**src/rtl/foc_pkg.sv**
```systemverilog
// foc_pkg: shared types and constants for the FOC loop scheduler.
// Scheduler states and PID coefficient indices.
package foc_pkg;

  typedef enum logic [1:0] {
    IDLE,
    CFG,
    LAUNCH,
    WAIT
  } state_t;

  localparam int N_COEF = 3;

  localparam logic [1:0] COEF_P = 2'd0;
  localparam logic [1:0] COEF_I = 2'd1;
  localparam logic [1:0] COEF_D = 2'd2;

endpackage

```
**src/rtl/pid_coef_shadow.sv**
```systemverilog
// pid_coef_shadow: one PID bank's staged coefficients and pending bits.
// Presents the lowest-index pending entry for write-out.
module pid_coef_shadow #(
  parameter int D_WIDTH = 19,
  parameter int N_COEF  = 3
) (
  input  logic               clk,
  input  logic               rstb,
  input  logic               stage_wen,
  input  logic [1:0]         stage_addr,
  input  logic [D_WIDTH-1:0] stage_data,
  input  logic               drain,
  output logic               any_pend,
  output logic [1:0]         sel_addr,
  output logic [D_WIDTH-1:0] sel_data
);

  logic [D_WIDTH-1:0] coef [N_COEF];
  logic [N_COEF-1:0]  pend;
  logic               stage_hit;

  assign stage_hit = stage_wen && (int'(stage_addr) < N_COEF);
  assign any_pend  = |pend;

  // descending scan so the lowest pending index wins
  always_comb begin
    sel_addr = '0;
    sel_data = '0;
    for (int i = N_COEF - 1; i >= 0; i--) begin
      if (pend[i]) begin
        sel_addr = 2'(i);
        sel_data = coef[i];
      end
    end
  end

  // a fresh stage beats the drain, so a same-cycle rewrite stays pending
  always_ff @(posedge clk or posedge rstb) begin
    if (rstb) begin
      pend <= '0;
      for (int i = 0; i < N_COEF; i++) coef[i] <= '0;
    end else begin
      for (int i = 0; i < N_COEF; i++) begin
        if (stage_hit && int'(stage_addr) == i) begin
          coef[i] <= stage_data;
          pend[i] <= 1'b1;
        end else if (drain && pend[i] && int'(sel_addr) == i) begin
          pend[i] <= 1'b0;
        end
      end
    end
  end

endmodule

```
**src/rtl/foc_loop_scheduler.sv**
```systemverilog
// foc_loop_scheduler: per-PWM-period sequencer for the FOC datapath.
// Ticks, samples inputs, launches, loads PID banks, counts faults.
module foc_loop_scheduler #(
  parameter int D_WIDTH    = 19,
  parameter int N_COEF     = foc_pkg::N_COEF,
  parameter int VALID_HOLD = 4,
  parameter int TIMEOUT    = 4096
) (
  input  logic               clk,
  input  logic               rstb,
  input  logic               enable,
  input  logic [D_WIDTH-1:0] period_top,
  input  logic [D_WIDTH-1:0] angle_raw,
  input  logic [D_WIDTH-1:0] currA_raw,
  input  logic [D_WIDTH-1:0] currB_raw,
  output logic [D_WIDTH-1:0] angle_in,
  output logic [D_WIDTH-1:0] currA_in,
  output logic [D_WIDTH-1:0] currB_in,
  output logic               valid,
  input  logic               ready,
  input  logic               cfg_wen,
  input  logic               cfg_bank,
  input  logic [1:0]         cfg_addr,
  input  logic [D_WIDTH-1:0] cfg_data,
  output logic               pid_d_wen,
  output logic               pid_q_wen,
  output logic [D_WIDTH-1:0] pid_d_addr,
  output logic [D_WIDTH-1:0] pid_q_addr,
  output logic [D_WIDTH-1:0] pid_d_data,
  output logic [D_WIDTH-1:0] pid_q_data,
  output logic               busy,
  output logic [15:0]        overrun_cnt,
  output logic [15:0]        timeout_cnt
);

  import foc_pkg::*;

  localparam int SW = $clog2(TIMEOUT + VALID_HOLD) + 1;

  state_t             state, state_nx;
  logic [D_WIDTH-1:0] cnt;
  logic [SW-1:0]      step_cnt;
  logic               run, tick, tick_pend;
  logic               ready_q, rise;
  logic               launch, tmo;
  logic               d_any, q_any, cfg_pend, drain;
  logic [1:0]         d_sel, q_sel;
  logic [D_WIDTH-1:0] d_dat, q_dat;

  assign run  = enable && (period_top != '0);
  // >= also covers period_top shrinking below the running count
  assign tick = run && (cnt >= period_top - D_WIDTH'(1));
  assign rise = ready && !ready_q;

  always_ff @(posedge clk or posedge rstb) begin
    if (rstb) cnt <= '0;
    else if (!run || tick) cnt <= '0;
    else cnt <= cnt + D_WIDTH'(1);
  end

  assign drain    = (state == CFG);
  assign cfg_pend = d_any || q_any;

  pid_coef_shadow #(.D_WIDTH(D_WIDTH), .N_COEF(N_COEF)) u_d (
    .clk(clk), .rstb(rstb),
    .stage_wen(cfg_wen && !cfg_bank),
    .stage_addr(cfg_addr), .stage_data(cfg_data),
    .drain(drain), .any_pend(d_any),
    .sel_addr(d_sel), .sel_data(d_dat)
  );

  pid_coef_shadow #(.D_WIDTH(D_WIDTH), .N_COEF(N_COEF)) u_q (
    .clk(clk), .rstb(rstb),
    .stage_wen(cfg_wen && cfg_bank),
    .stage_addr(cfg_addr), .stage_data(cfg_data),
    .drain(drain), .any_pend(q_any),
    .sel_addr(q_sel), .sel_data(q_dat)
  );

  always_comb begin
    state_nx = state;
    launch   = 1'b0;
    tmo      = 1'b0;
    unique case (state)
      IDLE: begin
        if (cfg_pend) begin
          state_nx = CFG;
        end else if (tick || tick_pend) begin
          state_nx = LAUNCH;
          launch   = 1'b1;
        end
      end
      CFG: begin
        if (!cfg_pend) state_nx = IDLE;
      end
      LAUNCH: begin
        if (step_cnt == SW'(VALID_HOLD - 1)) state_nx = WAIT;
      end
      WAIT: begin
        if (rise) begin
          state_nx = IDLE;
        end else if (step_cnt == SW'(TIMEOUT - 1)) begin
          state_nx = IDLE;
          tmo      = 1'b1;
        end
      end
      default: state_nx = IDLE;
    endcase
  end

  always_ff @(posedge clk or posedge rstb) begin
    if (rstb) begin
      state    <= IDLE;
      step_cnt <= '0;
      ready_q  <= 1'b0;
    end else begin
      state   <= state_nx;
      ready_q <= ready;
      if (state_nx != state || state == IDLE || state == CFG)
        step_cnt <= '0;
      else
        step_cnt <= step_cnt + SW'(1);
    end
  end

  // ticks landing while config drains are replayed, not dropped
  always_ff @(posedge clk or posedge rstb) begin
    if (rstb) begin
      tick_pend <= 1'b0;
    end else if (launch) begin
      tick_pend <= 1'b0;
    end else if (tick && (state == CFG || (state == IDLE && cfg_pend))) begin
      tick_pend <= 1'b1;
    end
  end

  always_ff @(posedge clk or posedge rstb) begin
    if (rstb) begin
      angle_in <= '0;
      currA_in <= '0;
      currB_in <= '0;
    end else if (launch) begin
      angle_in <= angle_raw;
      currA_in <= currA_raw;
      currB_in <= currB_raw;
    end
  end

  always_ff @(posedge clk or posedge rstb) begin
    if (rstb) begin
      overrun_cnt <= '0;
      timeout_cnt <= '0;
    end else begin
      if (tick && (state == LAUNCH || state == WAIT) && overrun_cnt != 16'hFFFF)
        overrun_cnt <= overrun_cnt + 16'd1;
      if (tmo && timeout_cnt != 16'hFFFF)
        timeout_cnt <= timeout_cnt + 16'd1;
    end
  end

  assign valid      = (state == LAUNCH);
  assign busy       = (state != IDLE);
  assign pid_d_wen  = drain && d_any;
  assign pid_q_wen  = drain && q_any;
  assign pid_d_addr = pid_d_wen ? D_WIDTH'(d_sel) : '0;
  assign pid_q_addr = pid_q_wen ? D_WIDTH'(q_sel) : '0;
  assign pid_d_data = pid_d_wen ? d_dat : '0;
  assign pid_q_data = pid_q_wen ? q_dat : '0;

endmodule
```
**config.mk**
```make
export PLATFORM = sky130hd
export DESIGN_NAME = foc_loop_scheduler
export DESIGN_NICKNAME = d
export VERILOG_FILES = /design/src/rtl/foc_pkg.sv /design/src/rtl/pid_coef_shadow.sv /design/src/rtl/foc_loop_scheduler.sv
export SDC_FILE = /design/constraint.sdc
export NUM_CORES = 1
export LEC_CHECK = 0
export CAP_MARGIN = 20
export CORE_MARGIN = 5
export CORE_UTILIZATION = 46
export DETAILED_ROUTE_END_ITERATION = 7
export GPL_ROUTABILITY_DRIVEN = 0
export PLACE_DENSITY = 0.77
export SYNTH_ARGS = -nofsm -noshare
export SYNTH_HDL_FRONTEND = slang
export SYNTH_SLANG_ARGS = --single-unit
```
**constraint.sdc**
```tcl
create_clock -name clk -period 9.6 [get_ports clk]
set_input_delay 2.4 -clock clk [delete_from_list [all_inputs] [get_ports clk]]
set_output_delay 2.4 -clock clk [all_outputs]
set_load 0.03 [all_outputs]
```
### Word level (Yosys, flattened, before mapping)

Index checks and enable logic that the tools add are counted.

* add/subtract/negate cells: 5
* reductions and logical operators: 57
* muxes and demuxes: 45
* magnitude comparators: 2
* eq/ne operators: 14

Operators with widths (number)
* $mux 19: 9
* $add 16x1->16 const B: 2
* $logic_and 1x1->1: 32
* $ne 16x16->1 const B: 2
* $mux 2: 14
* $mux 1: 20
* $add 19x1->19 const B: 1
* $ge 19x19->1: 1
* $reduce_bool 19->1: 1
* $sub 19x1->19 const B: 1
* $eq 2x2->1 const B: 8
* $reduce_bool 2->1: 8
* $add 14x1->14 const B: 1
* $eq 14x12->1 const B: 1
* $eq 14x2->1 const B: 1
* $mux 14: 1
* $logic_not 2->1: 4
* $pmux 2 s4: 1
* $logic_or 1x1->1: 7
* $reduce_or 3->1: 2
* $logic_not 1->1: 3
* $eq 2x1->1 const B: 1
* $lt 2x2->1 const B: 1
* $ne 2x2->1: 1

* logic and storage cells: 145
* input bits: 103
* register bits: 246
* output and inout port bits: 169

### Logic depth before layout (Yosys ltp)

Gate-level depths: netlist of the first run.

* depth in word-level cells: 11
* mapped depth: 14
* mapped depth without buffers: 12

### By module

From an unflattened synthesis of the first run, not the netlist that was laid out.

* cell total of the unflattened synthesis: 1066
* area total of the unflattened synthesis: 12351.8 um^2

By module, submodules not included
* foc_loop_scheduler: times used 1, cells each 616, area an instance 6821.5 um^2, seq. area each 3153.0 um^2
* pid_coef_shadow: times used 2, cells each 225, area an instance 2765.2 um^2, seq. area each 1501.4 um^2

### Worst setup path after synthesis of the first run

OpenSTA, ideal clock, no wires.

* path kind: input to register
* from: input period_top[9]
* to: register currA_in[0]
* data required time: 9475 ps
* path slack: 3859 ps
* buffers on the path: 2
* data arrival time: 5616 ps
* library setup time: 125 ps
* cell stages on the path: 13
* cells stage by stage: or4_1 > nor3_2 > nand3_1 > nor4_1 > xnor2_1 > ha_1 > nand4_1 > or2_2 > o311a_1 > a221o_2 > buf_6 > buf_6 > mux2_4

* longest elaborated chain between the ends: 7
* elaborated cells on any way between the ends: 9
* those cells by class: 1 x add/sub; 1 x order compare; 3 x mux; 4 x reduce/logical

RTL lines
* from (decl): RTL line foc_loop_scheduler.sv:12 `input logic [D_WIDTH-1:0] period_top,`
* $sub 19x1->19 / $reduce_bool 19->1 (equally long branches): RTL line foc_loop_scheduler.sv:52, foc_loop_scheduler.sv:50
* $ge 19x19->1 / $logic_and 1x1->1 (equally long branches): RTL line foc_loop_scheduler.sv:52, foc_loop_scheduler.sv:50
* $logic_and 1x1->1 *: RTL line foc_loop_scheduler.sv:52 `assign tick = run && (cnt >= period_top - D_WIDTH'(1));`
* $logic_or 1x1->1 *: RTL line foc_loop_scheduler.sv:88 `end else if (tick || tick_pend) begin`
* $mux 1 *: RTL line foc_loop_scheduler.sv:88
* $mux 1 *: RTL line foc_loop_scheduler.sv:86 `if (cfg_pend) begin`
* $mux 1 *: RTL line foc_loop_scheduler.sv:84 `unique case (state)`
* to (signal assigned): RTL line foc_loop_scheduler.sv:144 `currA_in <= currA_raw;`
* to (decl): RTL line foc_loop_scheduler.sv:17 `output logic [D_WIDTH-1:0] currA_in,`

Every way passes the cells marked *; elsewhere a longest branch is shown, timed or not.
A chain may end at the register's enable or synchronous reset.

### Worst setup path after layout of the first run

* from: input period_top[2]
* to: register angle_in[14]

* longest elaborated chain between the ends: 7
* elaborated cells on any way between the ends: 9
* those cells by class: 1 x add/sub; 1 x order compare; 3 x mux; 4 x reduce/logical

RTL lines
* $sub 19x1->19 / $reduce_bool 19->1 (equally long branches): RTL line foc_loop_scheduler.sv:52, foc_loop_scheduler.sv:50
* $ge 19x19->1 / $logic_and 1x1->1 (equally long branches): RTL line foc_loop_scheduler.sv:52, foc_loop_scheduler.sv:50
* $logic_and 1x1->1 *: RTL line foc_loop_scheduler.sv:52
* $logic_or 1x1->1 *: RTL line foc_loop_scheduler.sv:88
* $mux 1 *: RTL line foc_loop_scheduler.sv:88
* $mux 1 *: RTL line foc_loop_scheduler.sv:86
* $mux 1 *: RTL line foc_loop_scheduler.sv:84
* to (signal assigned): RTL line foc_loop_scheduler.sv:143 `angle_in <= angle_raw;`
* to (decl): RTL line foc_loop_scheduler.sv:16 `output logic [D_WIDTH-1:0] angle_in,`

Marked as above.

==> impl_results.md, run 1 <==
* Num Clock Sinks at 246
* Reg2Reg Capture Point: angle_in[14]
* Clock Skew at 12.8 ps
* Placed cell area at 14600 um2
* Fraction of registers with async set/reset at 100%
* Drc violations at 0
* Worst Hold Class: reg2reg
* Slew headroom at 28.8%
* Avg Cell Area, Syn at 11.0 um2
* Hold Path End: step_cnt[0]
* IO buf count at 237
* DP HPWL at 19700 um
* Hold path cells at 1
* Netlist cell types at 51
* Initial antenna violation count at 0
* Fin. max-slew vios at 0
* Clock Latency Late Sink at 540 ps
* VDD IR max at 204 uV
* Pre-CTS setup slack at 2570 ps
* Starting Density at 46.5%
* Clock transition at path regs at 60 ps
* Area growth syn-to-layout at 29.6%
* TritonCTS clock tree: done
* Crit start category: input port
* EDFF count, synth at 0
* Mapped Area at 12100 um2
* Worst Tran Pin Value at 1070 ps
* 1st-pass router iterations at 5
* Grt total ovfl at 0
* Die ar. at 29500 um2
* Required time worst endpoint at 10010 ps
* All-Layer GR Usage at 18.3%
* DR vias/cell at 5.23
* Power per standard cell area at 216 nW/um2
* Crit path max fanout at 57
* Static Leak at 6.98 nW
* Type of the worst setup path: in2reg
* Gate Count Post-Synth at 1096
* Register area share after synthesis at 51.1%
* First-pass GRT wire length at 44800 um
* Max-cap violations at 0
* # H-tree levels at 1
* Post_cts resized at 0
* Total power draw at 3.38 mW
* Register area at 6160 um2
* Hold Slack at 476 ps
* Final Critical Period at 6500 ps
* Most used DFF post-synth: dfrtp_1
* Setup-failing EPs final at 0
* DR vias at 8778
* Max Buffers Root-to-Sink at 3
* Pin count of the biggest net entering global routing at 97
* CTS Hold Buffers Added at 0
* Vias in the first global route at 8807
* Crit path capture type: register
* Hold Path Origin: step_cnt[0]
* Nets at 1452
* Num rows at 59
* Die X at 172 um
* Final core utilization at 60.3%
* IO Pins at 272
* WL final at 27900 um
* Clock root buffer: clkbuf_16
* Final worst setup slack at 3100 ps
* Antenna viol nets, final at 0
* DP Cell Count at 1629
* Postcts setup bufs at 0
* RSZ-0062 raised after global routing: false
* DR iter-0 viols at 473
* Fin crit share at 67.7%
* Layout Cell Area excl Fill at 15600 um2
* Core ar. at 25900 um2
* Setup TNS at 0 ps
* # diodes at 0
* Synth warn at 0
* Area of the multi-input gates at 5530 um2
* Flop and latch count out of synthesis at 246
* Final non-filler cell total at 1679
* Maximum clock frequency at 154 MHz
* Final Hold Fails at 0
* R2R Path Start: cnt[0]
* Layout cell share with drive strength beyond 1 at 18.6%
* Wire length per cell at 16.6 um
* Num CTS Buffers at 27
* Reg2reg path depth at 8
* Die height at 172 um
* CP Data Arrival Time at 6910 ps
* Flop2flop setup slack at 6290 ps
* Status: complete, no violations
* Layout fillers at 2079
[area by class of cell]
| type | instances | share of cell area, % |
|---|---|---|
| clock buffer | 34 | 4.88 |
| tap | 335 | 2.68 |
| multi-input combinational | 783 | 35.4 |
| clock inverter | 15 | 1.27 |
| timing repair buffer | 251 | 16.0 |
| inverter | 15 | 0.408 |
| sequential | 246 | 39.4 |
[layer usage]
metal  GRT usage [%]  part of all wire [%]
met5               0                     0
met2            31.9                    49
met1            23.7                    43
met3            3.22                   6.2
met4            4.34                   2.4
[worst max path at each step]
stage               slack [ps]      endpoint     startpoint
global route              2820  currB_in[18]  period_top[2]
CTS                       3170  currB_in[18]  period_top[2]
global placement          2770  angle_in[14]  period_top[8]
detailed placement        2570  angle_in[15]  period_top[2]
floorplan                  440   angle_in[0]           rstb
finish                    3100  angle_in[14]  period_top[2]
[sequential cells by signal, indices dropped and copies added (netlist names)]
name         cells
u_q.coef        57
step_cnt        14
overrun_cnt     16
u_d.coef        57
u_d.pend         3
cnt             19
angle_in        19
tick_pend        1
ready_q          1
currA_in        19
timeout_cnt     16
u_q.pend         3
state            2
currB_in        19
[synth_stat cells, drive strengths merged, types with 2 or more instances]
cell type	instances	area share, %
nand3	23	0.95
and3	10	0.52
inv	15	0.47
nor2	168	5.2
nor4	11	0.70
clkbuf	37	1.2
or2	3	0.16
nand2b	8	0.42
nor3	12	0.54
o31ai	2	0.12
a21oi	83	3.4
o311a	2	0.17
o21ai	5	0.21
dfrtp	246	51
and4	5	0.36
a211oi	2	0.12
and2	3	0.16
nand4b	3	0.22
ha	25	2.6
xor2	39	2.8
a21o	4	0.25
or3	5	0.30
nor2b	7	0.36
nor3b	9	0.60
nor4b	2	0.15
mux2	173	17
nand4	18	0.93
nand2	76	2.4
xnor2	37	2.7
or4	3	0.19
a22oi	3	0.19
buf	48	2.8
[power by group]
| group | leakage, nW | internal (mW) | switching, mW |
|---|---|---|---|
| combinational | 3.32 | 0.436 | 0.502 |
| clock | 0.475 | 0.671 | 0.423 |
| sequential | 3.18 | 1.23 | 0.119 |
| total | 6.98 | 2.34 | 1.04 |
[cells in the final DEF (no fill, tap or decap), types with 18 or more instances in the layout]
master / instances
xnor2_1: 37
mux2_4: 30
clkbuf_16: 27
nand3_1: 23
nand4_1: 18
xor2_1: 39
clkdlybuf4s50_1: 237
dfrtp_1: 246
nor2_1: 168
nand2_1: 76
mux2_2: 143
conb_1: 34
ha_1: 25
a21oi_1: 83
[critical path, cell delays in order]
cell and delay, ps:
clkdlybuf4s50_1 480, nor4_1 370, nor3b_2 440, nand2_1 200, nor3_1 230, xnor2_1 170, ha_1 290, a21oi_1 140
o21ai_0 90, a21oi_1 200, o311a_1 520, a221o_4 920, mux2_2 410
[kinds of logic (layout without fill, tap and decap cells)]
group                    count (synthesis)  in the layout  share of synthesized area, %
other                                    1             34                        0.0311
AO/OA/AOI/OAI                          109            109                          5.11
XOR/XNOR                                76             76                          5.52
multiplexers                           173            173                          17.1
adder cells (fa/ha/maj)                 25             25                          2.59
flip-flops                             246            246                          51.1
buffers and inverters                  100            315                          4.45
AND/OR/NAND/NOR                        366            366                          14.1
No activity file was read; power rests on OpenSTA's default activity.
==> run 2, diff against run 1 <==
==> constraint.sdc (replaced) <==
create_clock -name clk -period 5.3 [get_ports clk]
set_input_delay 1.325 -clock clk [delete_from_list [all_inputs] [get_ports clk]]
set_output_delay 1.325 -clock clk [all_outputs]
set_load 0.03 [all_outputs]
==> run 2 against run 1 <==
Net effect:
- sequential power up 81%
- cell area about the same
- die area unchanged
- count of clock-buffer cells in the layout up 2
- critical path type unchanged
- largest power group unchanged
==> impl_results.md, run 2 (synthesis results as in run 1) <==
* Total power draw at 5.99 mW (+77%)
* Num CTS Buffers at 27 (unchanged)
* Layout cell share with drive strength beyond 1 at 18.9% (+0.31 points)
* Setup-failing EPs final at 0 (unchanged)
* CP Data Arrival Time at 5220 ps (-1690 ps)
* CTS Hold Buffers Added at 0 (unchanged)
* Clock transition at path regs at 60 ps (about the same)
* Worst Tran Pin Value at 1080 ps (+15.3 ps)
* Commonest cells after routing, fill and taps aside: dfrtp_1 (246), clkdlybuf4s50_1 (237), nor2_1 (168)
* IO Pins at 272 (unchanged)
* Slew headroom at 27.8% (-1.0 points)
* Clock Skew at 21.7 ps (+8.91 ps)
* DP HPWL at 20300 um (+3.0%)
* Max-cap violations at 0 (unchanged)
* Fin. max-slew vios at 0 (unchanged)
* Drc violations at 0 (unchanged)
* Final non-filler cell total at 1689 (+0.60%)
* Crit path max fanout at 35 (-39%)
* Worst Hold Class: reg2reg
* Hold Path Origin: step_cnt[0]
* # diodes at 0 (unchanged)
* Setup TNS at 0 ps (unchanged)
* Grt total ovfl at 0 (unchanged)
* Power per standard cell area at 383 nW/um2 (+77%)
* Fin crit share at 91.1%
* Reg2reg path depth at 7 (-1)
* R2R Path Start: u_d.pend[1]
* Pin count of the biggest net entering global routing at 111 (+14%)
* First-pass GRT wire length at 46300 um (+3.6%)
* # H-tree levels at 1 (unchanged)
* VDD IR max at 340 uV (+66%)
* Core ar. at 25900 um2 (unchanged)
* Die ar. at 29500 um2 (unchanged)
* Initial antenna violation count at 0 (unchanged)
* Largest regs: u_d.coef x57, u_q.coef x57
* DR iter-0 viols at 472 (-0.21%)
* 1st-pass router iterations at 7 (+2)
* Hold Slack at 477 ps (+1.16 ps)
* Status: complete, no violations
* Final Critical Period at 4830 ps
* All-Layer GR Usage at 18.9% (+0.68 points)
* Clock root buffer: clkbuf_16
* Hold Path End: step_cnt[0]
* Postcts setup bufs at 0 (unchanged)
* Num rows at 59 (unchanged)
* Die X at 172 um (unchanged)
* Final Hold Fails at 0 (unchanged)
* Crit start category: input port
* Layout fillers at 2107 (+1.3%)
* DP Cell Count at 1640 (+0.68%)
* IO buf count at 237 (unchanged)
* Type of the worst setup path: in2reg
* Vias in the first global route at 9113 (+3.5%)
* DR vias/cell at 5.29 (+1.2%)
* Max Buffers Root-to-Sink at 3 (unchanged)
* Antenna viol nets, final at 0 (unchanged)
* Nets at 1463 (+0.76%)
* Required time worst endpoint at 5700 ps (-4310 ps)
* TritonCTS clock tree: done
* Maximum clock frequency at 207 MHz
* Post_cts resized at 0 (unchanged)
* Static Leak at 6.98 nW (about the same)
* Starting Density at 46.5% (unchanged)
* Hold path cells at 1 (unchanged)
* RSZ-0062 raised after global routing: false
* Wire length per cell at 16.9 um (+1.7%)
* Crit path capture type: register
* DR vias at 8935 (+1.8%)
* Flop2flop setup slack at 2350 ps (-3940 ps)
* Area growth syn-to-layout at 29.6% (about the same)
* Num Clock Sinks at 246 (unchanged)
* Commonest non-fill, non-tap cell in the layout: dfrtp_1
* Reg2Reg Capture Point: currB_in[13]
* WL final at 28600 um (+2.3%)
* Clock Latency Late Sink at 530 ps (about the same)
* Die height at 172 um (unchanged)
## run 2: cell count changes in the layout (fill, tap and decap cells not counted), moves of 2 or more
cell       previous run  this run
buf_4                13        22
clkbuf_1              1         5
bufinv_16             4         2
clkbuf_8              6         4
buf_12                0         2
## run 2: metal layers
layer | vias to the layer above | global-route usage (%) | wire length (um)
met5 | - | 0 | 0
met4 | 0 | 5.06 | 740
met3 | 52 | 3.64 | 1980
met2 | 283 | 32.9 | 14000
met1 | 4426 | 24.4 | 11800
li1 | 4174 | - | -
## run 2: worst max path at each step
stage | from | endpoint | slack, ps
4_1_cts | period_top[9] | currB_in[13] | 540
6_report | period_top[9] | currB_in[13] | 470
3_3_place_gp | period_top[3] | angle_in[4] | 100
2_1_floorplan | period_top[9] | currA_in[0] | 630
5_1_grt | period_top[3] | angle_in[5] | 250
3_5_place_dp | period_top[9] | angle_in[1] | -40
## run 2: power by group
part,switching [mW],internal [mW]
Sequential,0.225,2.23
Combinational,0.911,0.797
Clock,0.740,1.09
Total,1.88,4.11
## run 2: worst max-delay path, cell delays in order
cell             delay (ps)
clkdlybuf4s50_1         420
or4_1                   590
nor3_2                  230
nand3_1                 130
nor4_1                  310
xnor2_1                 120
ha_1                    300
nand4_1                 130
or2_2                   340
o311a_1                 380
a221o_4                 390
buf_12                  200
mux2_4                  330
## run 2: cell type report
| class | instances | area [um2] | area share [%] |
|---|---|---|---|
| clock buffer | 36 | 749 | 4.80 |
| clock inverter | 12 | 123 | 0.785 |
| inverter | 15 | 60.1 | 0.384 |
| multi-input combinational | 783 | 5530 | 35.4 |
| sequential | 246 | 6160 | 39.4 |
| tap | 335 | 419 | 2.68 |
| timing repair buffer | 262 | 2590 | 16.6 |
## run 2: metrics by stage
step	setup WS, ps	area, um2	utilization [%]
after CTS	537	15600	60.3
after global routing	252	15600	60.3
after global placement	97.3	14700	56.9
after detailed placement	-38.1	14700	56.9
after floorplan	634	12200	-
final	473	15600	60.3
==> run 3, diff against run 2 <==
--- a/config.mk
+++ b/config.mk
@@ -8,9 +8,12 @@
 export CAP_MARGIN = 20
 export CORE_MARGIN = 5
 export CORE_UTILIZATION = 46
+export CTS_CLUSTER_DIAMETER = 80
 export DETAILED_ROUTE_END_ITERATION = 7
 export GPL_ROUTABILITY_DRIVEN = 0
 export PLACE_DENSITY = 0.77
+export RECOVER_POWER = 100
+export SLEW_MARGIN = 25
 export SYNTH_ARGS = -nofsm -noshare
 export SYNTH_HDL_FRONTEND = slang
 export SYNTH_SLANG_ARGS = --single-unit
==> run 3 against run 2 <==
Net effect:
- the flow now finishes with violations (capacitance limit, slew limit)
- die area stayed put
- total power down 2.5%
- via count down 0.26%
- cell area is 1.5% lower
- global-route usage unchanged
- combinational power fell by 8%
- count of clock-buffer cells in the layout unchanged
- flip-flop and latch count stayed put
- sequential share of layout area is 0.60 points higher
- clock skew about the same
- largest cell class unchanged
==> impl_results.md, run 3 (synthesis results as in run 1) <==
* Worst Setup EP: pid_q_data[3]
* Num rows at 59 (unchanged)
* 1st-pass router iterations at 4 (-3)
* Drc violations at 0 (unchanged)
* CP Launch Point: u_q.pend[2]
* All-Layer GR Usage at 18.9% (unchanged)
* Starting Density at 46.5% (unchanged)
* Required time worst endpoint at 3970 ps (-1730 ps)
* Commonest cells after routing, fill and taps aside: dfrtp_1 (246), nor2_1 (168), mux2_2 (143)
* Wire length per cell at 16.9 um (-0.34%)
* WL final at 28500 um (-0.34%)
* Pre-CTS setup slack at -38.1 ps (unchanged)
* Clock Latency Late Sink at 530 ps (about the same)
* Vias in the first global route at 9113 (unchanged)
* Clock transition at path regs at 60 ps (about the same)
* Max-cap violations at 3 (+3)
* DR vias/cell at 5.28 (-0.26%)
* Crit start category: register
* Power per standard cell area at 379 nW/um2 (-1.1%)
* Crit path capture type: output port
* Static Leak at 7.21 nW (+3.3%)
* Fin crit share at 94.5% (+3.5 points)
* Antenna viol nets, final at 0 (unchanged)
* Post_cts resized at 0 (unchanged)
* Reg2Reg Capture Point: angle_in[6]
* # H-tree levels at 1 (unchanged)
* DP HPWL at 20300 um (unchanged)
* Area growth syn-to-layout at 27.7%
* TritonCTS clock tree: done
* Failing checks: capacitance limit, slew limit
* Final Hold Fails at 0 (unchanged)
* Grt total ovfl at 0 (unchanged)
* Total power draw at 5.84 mW (-2.5%)
* Fin. max-slew vios at 204 (+204)
* DR vias at 8912 (-0.26%)
* Worst Hold Class: reg2reg
* Final Critical Period at 5010 ps (+184 ps)
* Die X at 172 um (unchanged)
* Clock Skew at 21.3 ps (-0.414 ps)
* Die height at 172 um (unchanged)
* Pin count of the biggest net entering global routing at 111 (unchanged)
* Crit path max fanout at 23 (-34%)
* DR iter-0 viols at 492 (+4.2%)
* R2R Path Start: u_d.pend[2]
* Max Buffers Root-to-Sink at 3 (unchanged)
* IO buf count at 237 (unchanged)
* Commonest non-fill, non-tap cell in the layout: dfrtp_1
* Setup-failing EPs final at 0 (unchanged)
* Num CTS Buffers at 27 (unchanged)
* First-pass GRT wire length at 46300 um (unchanged)
* CP Data Arrival Time at 3690 ps (-1530 ps)
* VDD IR max at 338 uV (-0.57%)
* Clock root buffer: clkbuf_16
* Initial antenna violation count at 0 (unchanged)
* Core ar. at 25900 um2 (unchanged)
* Maximum clock frequency at 200 MHz (-3.7%)
* Final worst setup slack at 289 ps (-184 ps)
* Largest regs: u_d.coef x57, u_q.coef x57
* # diodes at 0 (unchanged)
* Placed cell area at 14700 um2 (unchanged)
* Setup TNS at 0 ps (unchanged)
* Type of the worst setup path: reg2out
* Nets at 1463 (unchanged)
* Worst Tran Pin Value at 2420 ps (+1340 ps)
* Layout Cell Area excl Fill at 15400 um2 (-1.5%)
* Num Clock Sinks at 246 (unchanged)
* Slew headroom at -61.5% (-89 points)
* IO Pins at 272 (unchanged)
* Flop2flop setup slack at 2290 ps (-60 ps)
* Postcts setup bufs at 0 (unchanged)
* Status: finished, violations left
* CTS Hold Buffers Added at 0 (unchanged)
* Layout cell share with drive strength beyond 1 at 15.4% (-3.5 points)
* Reg2reg path depth at 7 (unchanged)
* Die ar. at 29500 um2 (unchanged)
* RSZ-0062 raised after global routing: false
## run 3: cell types whose count changed in the layout (fill, tap and decap cells not counted), sizes merged
cell / change
buf: -15
clkbuf: +15
dlygate4sd3: +129
clkdlybuf4s50: -129
## run 3: worst min path at each step
stage | endpoint | depth (start not counted) | slack [ps] | from
global placement | step_cnt[0] | 1 | 470 | step_cnt[0]
detailed placement | step_cnt[0] | 1 | 470 | step_cnt[0]
floorplan | step_cnt[0] | 1 | 450 | step_cnt[0]
CTS | step_cnt[0] | 1 | 480 | step_cnt[0]
global route | currA_in[6] | 1 | 490 | currA_in[6]
finish | step_cnt[0] | 1 | 480 | step_cnt[0]
## run 3: metrics by stage
stage               std cells  utilization (%)  hold slack (ps)
CTS                      1688             60.3              480
floorplan                1129                -              448
finish                   1689             59.4              477
detailed placement       1640             56.9              473
global route             1689             59.4              495
global placement         1640             56.9              467
## run 3: final cells by class
cell class | count | area, um2
fillers | 2186 | 10500
clock buffers | 36 | 749
well taps | 335 | 419
flip-flops and latches | 246 | 6160
repair buffers | 262 | 2500
clock inverters | 12 | 123
multi-input cells | 783 | 5390
inverters | 15 | 57.6
## run 3: metal layers
layer	global-route usage, %	vias to the layer above	part of all wire, %
met5	0	-	0
met4	5.06	0	2.5
met3	3.64	47	6.9
met2	32.9	279	50
met1	24.4	4402	41
li1	-	4184	-
## run 3: critical path: stages (launching register included)
cell,delay [ps]
dfrtp_1,760
o31ai_1,1090
clkbuf_2,500
nor2_1,100
dlygate4sd3_1,710
## run 3: power by group
| part | internal [mW] | switching [mW] |
|---|---|---|
| sequential | 2.23 | 0.212 |
| combinational | 0.664 | 0.903 |
| clock | 1.09 | 0.743 |
| total | 3.98 | 1.86 |
